`config.mk`:
```
export PLATFORM = sky130hd
export DESIGN_NAME = uart_boot_loader_flat
export DESIGN_NICKNAME = d
export VERILOG_FILES = /design/src/rtl/uart_pkg.sv /design/src/rtl/uart_boot_loader_if.sv /design/src/rtl/uart_byte_timeout.sv /design/src/rtl/uart_boot_loader.sv /design/src/flat_wrapper.sv
export SDC_FILE = /design/constraint.sdc
export NUM_CORES = 1
export LEC_CHECK = 0
export CAP_MARGIN = 15
export CORE_MARGIN = 2
export CORE_UTILIZATION = 62
export CTS_BUF_LIST = sky130_fd_sc_hd__clkbuf_4
export DETAILED_ROUTE_END_ITERATION = 10
export GPL_TIMING_DRIVEN = 0
export MAX_ROUTING_LAYER = met4
export PLACE_DENSITY = 0.83
export SYNTH_ARGS = -nofsm -noshare
export SYNTH_HDL_FRONTEND = slang
export SYNTH_SLANG_ARGS = --single-unit
export TNS_END_PERCENT = 100
```
`constraint.sdc`:
```
create_clock -name clk -period 4.5 [get_ports clk]
set_input_delay 1.35 -clock clk [delete_from_list [all_inputs] [get_ports clk]]
set_output_delay 1.35 -clock clk [all_outputs]
set_load 0.05 [all_outputs]
```
`src/rtl/uart_pkg.sv`:
```
// Shared types and constants for the UART boot loader.
package uart_pkg;

   typedef enum logic [2:0] {
      IDLE,
      LEN_LO,
      LEN_HI,
      DATA,
      CHECK,
      DONE,
      ERR
   } state_t;

   localparam logic [1:0] ERR_NONE     = 2'd0;
   localparam logic [1:0] ERR_CHECKSUM = 2'd1;
   localparam logic [1:0] ERR_TIMEOUT  = 2'd2;
   localparam logic [1:0] ERR_FRAME    = 2'd3;

   localparam logic [7:0] SYNC_BYTE_DEF = 8'hA5;
   localparam int unsigned CLKS_PER_BIT = 868;

   // True while a frame is being received and the inter-byte timer must run.
   function automatic logic in_frame(state_t s);
      return (s == LEN_LO) || (s == LEN_HI) || (s == DATA) || (s == CHECK);
   endfunction

endpackage

```
`src/rtl/uart_boot_loader_if.sv`:
```
// Receiver byte stream in, imem write port out.
interface uart_boot_loader_if #(
   parameter int unsigned ADDR_W = 12
);
   logic              rx_valid;
   logic [7:0]        rx_byte;
   logic              rx_err;
   logic              mem_we;
   logic [ADDR_W-1:0] mem_addr;
   logic [31:0]       mem_data;

   modport master (output rx_valid, rx_byte, rx_err,
                   input  mem_we, mem_addr, mem_data);
   modport slave  (input  rx_valid, rx_byte, rx_err,
                   output mem_we, mem_addr, mem_data);
endinterface

```
`src/rtl/uart_byte_timeout.sv`:
```
// Reloadable down-counter; expire_c flags TIMEOUT-1 idle cycles while enabled.
module uart_byte_timeout #(
   parameter int unsigned TIMEOUT = 100000
) (
   input  logic clk,
   input  logic reset,
   input  logic reload,
   input  logic enable,
   output logic expire_c
);
   localparam int unsigned CNT_W = (TIMEOUT > 2) ? $clog2(TIMEOUT) : 1;
   localparam logic [CNT_W-1:0] LOAD = CNT_W'(TIMEOUT - 1);

   logic [CNT_W-1:0] cnt;

   always_ff @(posedge clk) begin
      if (reset) begin
         cnt <= '0;
      end else if (reload) begin
         cnt <= LOAD;
      end else if (enable && (cnt != '0)) begin
         cnt <= cnt - CNT_W'(1);
      end
   end

   // A byte in the expiry cycle wins over the timeout.
   assign expire_c = enable && !reload && (cnt == '0);

endmodule

```
`src/rtl/uart_boot_loader.sv`:
```
// Frame parser: assembles serial bytes into imem words, holds the CPU in reset while loading.
module uart_boot_loader
   import uart_pkg::*;
#(
   parameter int unsigned ADDR_W    = 12,
   parameter int unsigned BASE_ADDR = 0,
   parameter logic [7:0]  SYNC_BYTE = SYNC_BYTE_DEF,
   parameter int unsigned TIMEOUT   = 100000
) (
   input  logic                clk,
   input  logic                reset,
   uart_boot_loader_if.slave   bus,
   output logic                cpu_reset,
   output logic                busy,
   output logic                done,
   output logic                error,
   output logic [1:0]          err_code
);
   localparam int unsigned IDX_W = ADDR_W + 1;
   localparam logic [16:0] MAX_LEN = 17'(1 << ADDR_W);
   localparam logic [ADDR_W-1:0] BASE = ADDR_W'(BASE_ADDR);

   state_t           state;
   logic [15:0]      len;
   logic [IDX_W-1:0] idx;
   logic [23:0]      shreg;
   logic [1:0]       bcnt;
   logic [7:0]       chk;

   logic [15:0] len_full_c;
   logic        last_word_c;
   logic        expire_c;
   logic        frame_c;

   assign len_full_c  = {bus.rx_byte, len[7:0]};
   assign last_word_c = ((17'(idx) + 17'd1) == {1'b0, len});
   assign frame_c     = in_frame(state);

   uart_byte_timeout #(.TIMEOUT(TIMEOUT)) u_timeout (
      .clk      (clk),
      .reset    (reset),
      .reload   (bus.rx_valid),
      .enable   (frame_c),
      .expire_c (expire_c)
   );

   always_ff @(posedge clk) begin
      if (reset) begin
         state        <= IDLE;
         len          <= '0;
         idx          <= '0;
         shreg        <= '0;
         bcnt         <= '0;
         chk          <= '0;
         bus.mem_we   <= 1'b0;
         bus.mem_addr <= '0;
         bus.mem_data <= '0;
         cpu_reset    <= 1'b0;
         busy         <= 1'b0;
         done         <= 1'b0;
         error        <= 1'b0;
         err_code     <= ERR_NONE;
      end else begin
         bus.mem_we <= 1'b0;
         if (!frame_c) begin
            // Waiting for a frame start; everything else is noise.
            if (bus.rx_valid && (bus.rx_byte == SYNC_BYTE)) begin
               state     <= LEN_LO;
               busy      <= 1'b1;
               cpu_reset <= 1'b1;
               done      <= 1'b0;
               error     <= 1'b0;
               err_code  <= ERR_NONE;
               chk       <= '0;
               idx       <= '0;
               bcnt      <= '0;
            end
         end else if (bus.rx_valid && bus.rx_err) begin
            state    <= ERR;
            busy     <= 1'b0;
            error    <= 1'b1;
            err_code <= ERR_FRAME;
         end else if (bus.rx_valid) begin
            case (state)
               LEN_LO: begin
                  len[7:0] <= bus.rx_byte;
                  state    <= LEN_HI;
               end
               LEN_HI: begin
                  len[15:8] <= bus.rx_byte;
                  if (len_full_c == 16'd0) begin
                     state <= CHECK;
                  end else if ({1'b0, len_full_c} > MAX_LEN) begin
                     state    <= ERR;
                     busy     <= 1'b0;
                     error    <= 1'b1;
                     err_code <= ERR_FRAME;
                  end else begin
                     state <= DATA;
                  end
               end
               DATA: begin
                  chk   <= chk ^ bus.rx_byte;
                  bcnt  <= bcnt + 2'd1;
                  shreg <= {bus.rx_byte, shreg[23:8]};
                  if (bcnt == 2'd3) begin
                     bus.mem_we   <= 1'b1;
                     bus.mem_addr <= BASE + idx[ADDR_W-1:0];
                     bus.mem_data <= {bus.rx_byte, shreg};
                     idx          <= idx + IDX_W'(1);
                     if (last_word_c) state <= CHECK;
                  end
               end
               CHECK: begin
                  if (bus.rx_byte == chk) begin
                     state     <= DONE;
                     done      <= 1'b1;
                     busy      <= 1'b0;
                     cpu_reset <= 1'b0;
                  end else begin
                     state    <= ERR;
                     busy     <= 1'b0;
                     error    <= 1'b1;
                     err_code <= ERR_CHECKSUM;
                  end
               end
               default: ;
            endcase
         end else if (expire_c) begin
            state    <= ERR;
            busy     <= 1'b0;
            error    <= 1'b1;
            err_code <= ERR_TIMEOUT;
         end
      end
   end

endmodule
```
`src/flat_wrapper.sv`:
```
// flat-port wrapper written by rule: the top's interface ports become plain ports
module uart_boot_loader_flat import uart_pkg::*;
#(
   parameter int unsigned ADDR_W    = 12,
   parameter int unsigned BASE_ADDR = 0,
   parameter logic [7:0]  SYNC_BYTE = SYNC_BYTE_DEF,
   parameter int unsigned TIMEOUT   = 100000
)
  (clk, reset, cpu_reset, busy, done, error, err_code, bus_rx_valid, bus_rx_byte, bus_rx_err, bus_mem_we, bus_mem_addr, bus_mem_data);
  uart_boot_loader_if #(.ADDR_W(ADDR_W)) bus_i ();
  input  logic clk;
  input  logic reset;
  output logic cpu_reset;
  output logic busy;
  output logic done;
  output logic error;
  output logic [1:0] err_code;
  input wire logic [$bits(bus_i.rx_valid)-1:0] bus_rx_valid;
  input wire logic [$bits(bus_i.rx_byte)-1:0] bus_rx_byte;
  input wire logic [$bits(bus_i.rx_err)-1:0] bus_rx_err;
  output wire logic [$bits(bus_i.mem_we)-1:0] bus_mem_we;
  output wire logic [$bits(bus_i.mem_addr)-1:0] bus_mem_addr;
  output wire logic [$bits(bus_i.mem_data)-1:0] bus_mem_data;
  assign bus_i.rx_valid = bus_rx_valid;
  assign bus_i.rx_byte = bus_rx_byte;
  assign bus_i.rx_err = bus_rx_err;
  assign bus_mem_we = bus_i.mem_we;
  assign bus_mem_addr = bus_i.mem_addr;
  assign bus_mem_data = bus_i.mem_data;
  uart_boot_loader #(.ADDR_W(ADDR_W), .BASE_ADDR(BASE_ADDR), .SYNC_BYTE(SYNC_BYTE), .TIMEOUT(TIMEOUT)) u_core (.clk(clk), .reset(reset), .bus(bus_i), .cpu_reset(cpu_reset), .busy(busy), .done(done), .error(error), .err_code(err_code));
endmodule
```
==> results of run 1 <==
synthesized netlist by cell type, types with 7 or more instances:
library cell,n
nand4_1,7
nor2_1,60
dfxtp_1,134
xnor2_1,13
nor4_1,9
xor2_1,32
nand2_1,172
mux2i_1,20
nor3_1,14
a21oi_1,102
nand3_1,13
o21ai_0,15
or3_1,7
clkbuf_1,41
where the power goes:
group	switching (W)	internal, W
Combinational	0.000222	0.000132
Sequential	0.0000263	0.00122
Clock	0.000517	0.000298
metrics by stage:
step	utilization [%]	instance area (µm²)	power, W
after floorplan	-	5970	0.00152
after global placement	72.4	6720	0.00160
after detailed placement	72.4	6720	0.00161
after CTS	75.5	7010	0.00240
after global routing	75.5	7010	0.00250
final	75.5	7010	0.00241
how the worst max path moves through the flow:
stage	cells past startpoint	start	end
CTS	7	bus_rx_byte[1]	u_core.state[2]
floorplan	6	bus_rx_byte[5]	u_core.err_code[1]
global placement	7	bus_rx_byte[1]	u_core.state[2]
finish	7	bus_rx_byte[7]	u_core.state[2]
detailed placement	7	bus_rx_byte[1]	u_core.state[2]
global route	7	bus_rx_byte[1]	u_core.state[2]
registers in the layout (all words and copies together), names as in the netlist:
register and flops:
u_core.len 16, u_core.busy 1, u_core.bcnt 2, u_core.cpu_reset 1, u_core.idx 13, u_core.u_timeout.cnt 17
u_core.shreg 24, u_core.bus.mem_addr 12, u_core.done 1, u_core.state 3, u_core.chk 8, u_core.bus.mem_we 1
u_core.bus.mem_data 32, u_core.err_code 2, u_core.error 1
worst reg2reg max path, stage by stage (launching register included):
cell and delay, ps:
dfxtp_1 400, clkbuf_1 360, and3b_1 320, and3_1 180, clkbuf_1 510, buf_1 490, nand2_1 120, a311oi_1 290
kinds of logic (layout without fill, tap and decap cells):
| logic type | after synthesis | after routing | synth area share, % |
|---|---|---|---|
| multiplexers | 20 | 20 | 3.35 |
| XOR/XNOR | 45 | 45 | 6.60 |
| AO/OA/AOI/OAI | 145 | 145 | 13.7 |
| AND/OR/NAND/NOR | 333 | 333 | 26.4 |
| adder cells (fa/ha/maj) | 3 | 3 | 0.629 |
| flip-flops | 134 | 134 | 44.9 |
| buffers and inverters | 57 | 148 | 4.34 |
final cells by class:
type                    instances  area, µm²  share of cell area (%)
repair buffers                 59        591                    8.43
plain buffers                  53        244                    3.48
clock inverters                15        161                    2.30
inverters                       4       15.0                   0.214
well taps                     129        161                    2.30
flip-flops and latches        134       2680                    38.3
multi-input cells             546       3030                    43.2
clock buffers                  17        128                    1.82
routing by layer:
layer,vias to the layer above,routed length [µm]
met3,31,1150
met1,2567,6760
met2,225,7130
met5,-,0
li1,2681,-
met4,0,317
==> metrics.cfg, run 1 <==
[clock_network]
cts_setup_buffers=0
cts_hold_buf=0
cts.sinks=134
cts_root_buf=clkbuf_4
htreeDepth=4
post_cts_resize_count=0
cts_buffers=17
clk_pin_slew_ps=150
clock_latency_ps=550
ctsLongestPathBuffers=2
cts_tree=built

[global_route]
met1_usage_pct=41.0
grt_pass1_vias=5160
grt_pass1_wl_um=24800
grt_busiest_layer=met2
grt_start_max_net_pins=17
grt_use_met3_pct=6.57
use_met2_pct=49.7
overflow=0
grt_antenna_before_repair=0
track_usage_pct=31.7

[sta]
tightest_slew_ps=835
fin_ws_ps=912
finalHoldViolations=0
setup_tns_ps=0
setup_viol=0
skew_ps=25.8
rsz0062_at_grt=no
hold_slack_ps=451
min_period_ps=3590
max_freq_mhz=279
report.final.slew_viol_count=0
timing.final.crit_share_pct=79.7
slew_headroom_pct=44.1

[logic_synthesis]
yosysUniqueCellTypes=61
syn_inst=737
synth_nets=752
ys.flop_type=dfxtp_1
synth-seq-cells=134
synthArstFlopShare_pct=0
synth_edf_count=0
syn-cell-area_mm2=0.00597
ys_warn_count=0
synth.area.top_cells=dfxtp_1 45%, nand2_1 11%, a21oi_1 8.6%, xor2_1 4.7%, nor2_1 3.8%
synth_top_area_share_pct=44.9
yosysSeqAreaShare_pct=44.9
yosysTopAreaCell=dfxtp_1
avgSynthCellArea_um2=8.10

[cells_and_area]
fin_cells=957
final_common_cell=nand2_1
drive_above_1_share_pct=7.37
fillCellCount=729
syn_to_final_growth_pct=17.4
diodes=0
final_cell_mix=172 x nand2_1, 134 x dfxtp_1, 102 x a21oi_1
layout.nets=830

[outcome]
outcome=complete, no violations

[critical_path]
critPathLaunchType=primary input
worstPathArrival_ps=4050
crit_fanout=7
slowest_delay_ps=760
path_cells=clkdlybuf4s50_1 -> nand3b_1 -> a2111oi_2 -> a311o_2 -> o211a_1 -> or4b_1 -> a31oi_1
cp-end-kind=register
slowest_stage=clkdlybuf4s50_1
crit_type=primary input to register
r2r_slack_ps=1730
rr_worst_depth=7
path_delay_family=compound AO/OA/AOI/OAI gates
cp_num_buf_inv=1
required_ps=4970
r2r-end=u_core.idx[9]
r2r_start=u_core.state[1]

[power]
pwr_density_cell_mw_per_mm2=344
p_leak_nw=2.45
vdd_drop_max_v=0.000274

[min_path]
whs_endpoint=u_core.bus.mem_data[6]
hold_path_depth=2
worstHoldStart=u_core.shreg[6]
hold_class=register to register

[routing]
via_per_inst=5.75
wl_per_cell_um=16.0
dr.pass1.iters=6
routed-via-count=5504
routed_wl_um=15400
drt_iter0_markers=358
drtAntennaViolNets=0
drc=0

[floorplanning]
die_height_um=102
fp.dieArea_mm2=0.0104
start_util_pct=64.3
boundaryPins=63
rows=35
die_x_um=102
core_region_area_mm2=0.00928

[placed_design]
port_buffers=59
detailedPlace.worstSlack_ps=489
place.gp.congestion=0.935
numPlacedInstances=925
dp_hpwl_um=10900

[run]
maxCapViolations=0

Note: power is estimated with default switching activity, not from simulation.
==> run 2: changes to the inputs <==
- CORE_UTILIZATION: 62 -> 53
- PLACE_DENSITY: 0.83 -> 0.75
- clock period: 4.5 -> 3.15 ns (I/O delays scaled with it)
==> metrics.cfg, run 2 (synthesis gave the netlist of run 1 again) <==
[floorplanning]
core_region_area_mm2=0.0109  ; +18%
die_height_um=110  ; +7.8%
fp.dieArea_mm2=0.0121  ; +16%
die_x_um=110  ; +7.8%
rows=38  ; +8.6%
boundaryPins=63  ; unchanged
start_util_pct=54.6  ; -9.7 points

[routing]
drt_iter0_markers=330  ; -7.8%
via_per_inst=5.58  ; -3.1%
routed-via-count=5397  ; -1.9%
dr.pass1.iters=6  ; unchanged
drc=0  ; unchanged
drtAntennaViolNets=0  ; unchanged
wl_per_cell_um=16.2  ; +1.2%
routed_wl_um=15700  ; +2.4%

[critical_path]
crit_fanout=7  ; unchanged
rr_worst_depth=8  ; +1
cp-end-kind=register
r2r_start=u_core.idx[1]
required_ps=3620  ; -1350 ps
r2r_slack_ps=360  ; -1370 ps
r2r-end=u_core.state[2]
crit_type=primary input to register
cp-startpoint=bus_rx_byte[6]
critPathLaunchType=primary input
endpoint=u_core.err_code[1]
worstPathArrival_ps=3480  ; -570 ps

[global_route]
overflow=0  ; unchanged
grt_pass1_wl_um=25200  ; +1.8%
grt_start_max_net_pins=17  ; unchanged
grt_antenna_before_repair=1  ; +1
grt_pass1_vias=4972  ; -3.6%
track_usage_pct=28.3  ; -3.4 points

[outcome]
outcome=complete, no violations

[cells_and_area]
final_cell_mix=172 x nand2_1, 134 x dfxtp_1, 102 x a21oi_1
largest_reg_flops=32  ; unchanged
drive_above_1_share_pct=7.01  ; -0.35 points
top_regs=u_core.bus.mem_data: 32 flops, u_core.shreg: 24 flops, u_core.u_timeout.cnt: 17 flops
largest_register=u_core.bus.mem_data
syn_to_final_growth_pct=18.0
final_common_cell=nand2_1
layout.nets=830  ; unchanged
fin_cells=968  ; +1.1%

[clock_network]
ctsLongestPathBuffers=2  ; unchanged
cts_tree=built
cts_setup_buffers=0  ; unchanged
htreeDepth=4  ; unchanged
cts_buffers=17  ; unchanged
clk_pin_slew_ps=110  ; -40 ps
cts.sinks=134  ; unchanged
cts_root_buf=clkbuf_4
clock_latency_ps=550  ; about the same

[placed_design]
place.gp.congestion=0.894  ; -4.4%
dp_hpwl_um=11200  ; +3.5%
port_buffers=59  ; unchanged
numPlacedInstances=936  ; +1.2%
detailedPlace.worstSlack_ps=-499  ; -988 ps

[sta]
skew_ps=13.2  ; -12.6 ps
rsz0062_at_grt=no
slew_headroom_pct=44.7  ; +0.60 points
max_freq_mhz=333
report.final.slew_viol_count=0  ; unchanged
tightest_slew_ps=826  ; -8.98 ps
min_period_ps=3000
finalHoldViolations=0  ; unchanged
hold_slack_ps=457  ; +6.01 ps
timing.final.crit_share_pct=95.4
fin_ws_ps=145  ; -766 ps
setup_viol=0  ; unchanged

[run]
maxCapViolations=0  ; unchanged

[power]
p_leak_nw=2.46  ; +0.53%
pwr_density_cell_mw_per_mm2=493  ; +43%
vdd_drop_max_v=0.000386  ; +41%

[min_path]
hold_class=register to register

## run 2: cell types whose count changed in the layout (fill, tap and decap cells not counted), moves of 2 or more
| cell | previous run | this run |
|---|---|---|
| clkinv_1 | 1 | 3 |
| inv_6 | 4 | 2 |
| inv_8 | 4 | 0 |
| bufinv_16 | 1 | 3 |
## run 2: how the worst min path moves through the flow
stage / from / endpoint / slack (ps) / depth (start not counted)
CTS: u_core.bus.mem_addr[1] / u_core.bus.mem_addr[1] / 460 / 2
global route: u_core.bus.mem_data[5] / u_core.bus.mem_data[5] / 480 / 2
global placement: u_core.bus.mem_addr[0] / u_core.bus.mem_addr[0] / 440 / 2
detailed placement: u_core.bus.mem_addr[1] / u_core.bus.mem_addr[1] / 450 / 2
floorplan: u_core.shreg[0] / u_core.bus.mem_data[0] / 430 / 2
finish: u_core.bus.mem_addr[0] / u_core.bus.mem_addr[0] / 460 / 2
## run 2: cell type report
| type | instances | area (µm²) |
|---|---|---|
| flip-flops and latches | 134 | 2680 |
| repair buffers | 59 | 593 |
| diodes | 1 | 2.50 |
| multi-input cells | 546 | 3040 |
| plain buffers | 53 | 244 |
| inverters | 4 | 15.0 |
| well taps | 140 | 175 |
| clock inverters | 13 | 156 |
| fillers | 1000 | 3890 |
| clock buffers | 18 | 135 |
## run 2: worst max-delay path, cell delays in order
cell and delay [ps]:
clkdlybuf4s50_1 610, or3_2 540, or3_1 370, a2111o_1 440, and4_2 280, nand2b_1 140, a21oi_1 140
## run 2: power by group
part	total [W]	internal [W]	switching (W)
combinational	0.000510	0.000189	0.000321
clock	0.00119	0.000552	0.000635
sequential	0.00177	0.00173	0.0000369
## run 2: metal layers
layer / up-vias / global-route usage, % / wire length [µm]
li1: 2673 / - / -
met1: 2537 / 36.9 / 7380
met2: 157 / 43.6 / 7210
met3: 30 / 5.47 / 784
met4: 0 / 10.6 / 350
met5: - / - / 0
## run 2: timing repair
item,CTS,global route
setup endpoints to repair,0,2
hold buffers,0,0
gates resized for setup,0,2
## run 2: metrics by stage
step | util (%) | cell area [µm²] | total power, W | TNS (ps)
floorplan | - | 5970 | 0.00217 | 0
global placement | 61.6 | 6730 | 0.00229 | -6020
detailed placement | 61.6 | 6730 | 0.00230 | -6370
CTS | 64.2 | 7030 | 0.00348 | 0
global route | 64.4 | 7040 | 0.00362 | 0
finish | 64.4 | 7040 | 0.00347 | 0
==> run 3: changes to the inputs <==
- SKIP_CTS_REPAIR_TIMING: unset -> 1
==> results of run 3 <==
No change in the layout: final DEF, timing and power equal those of run 2.
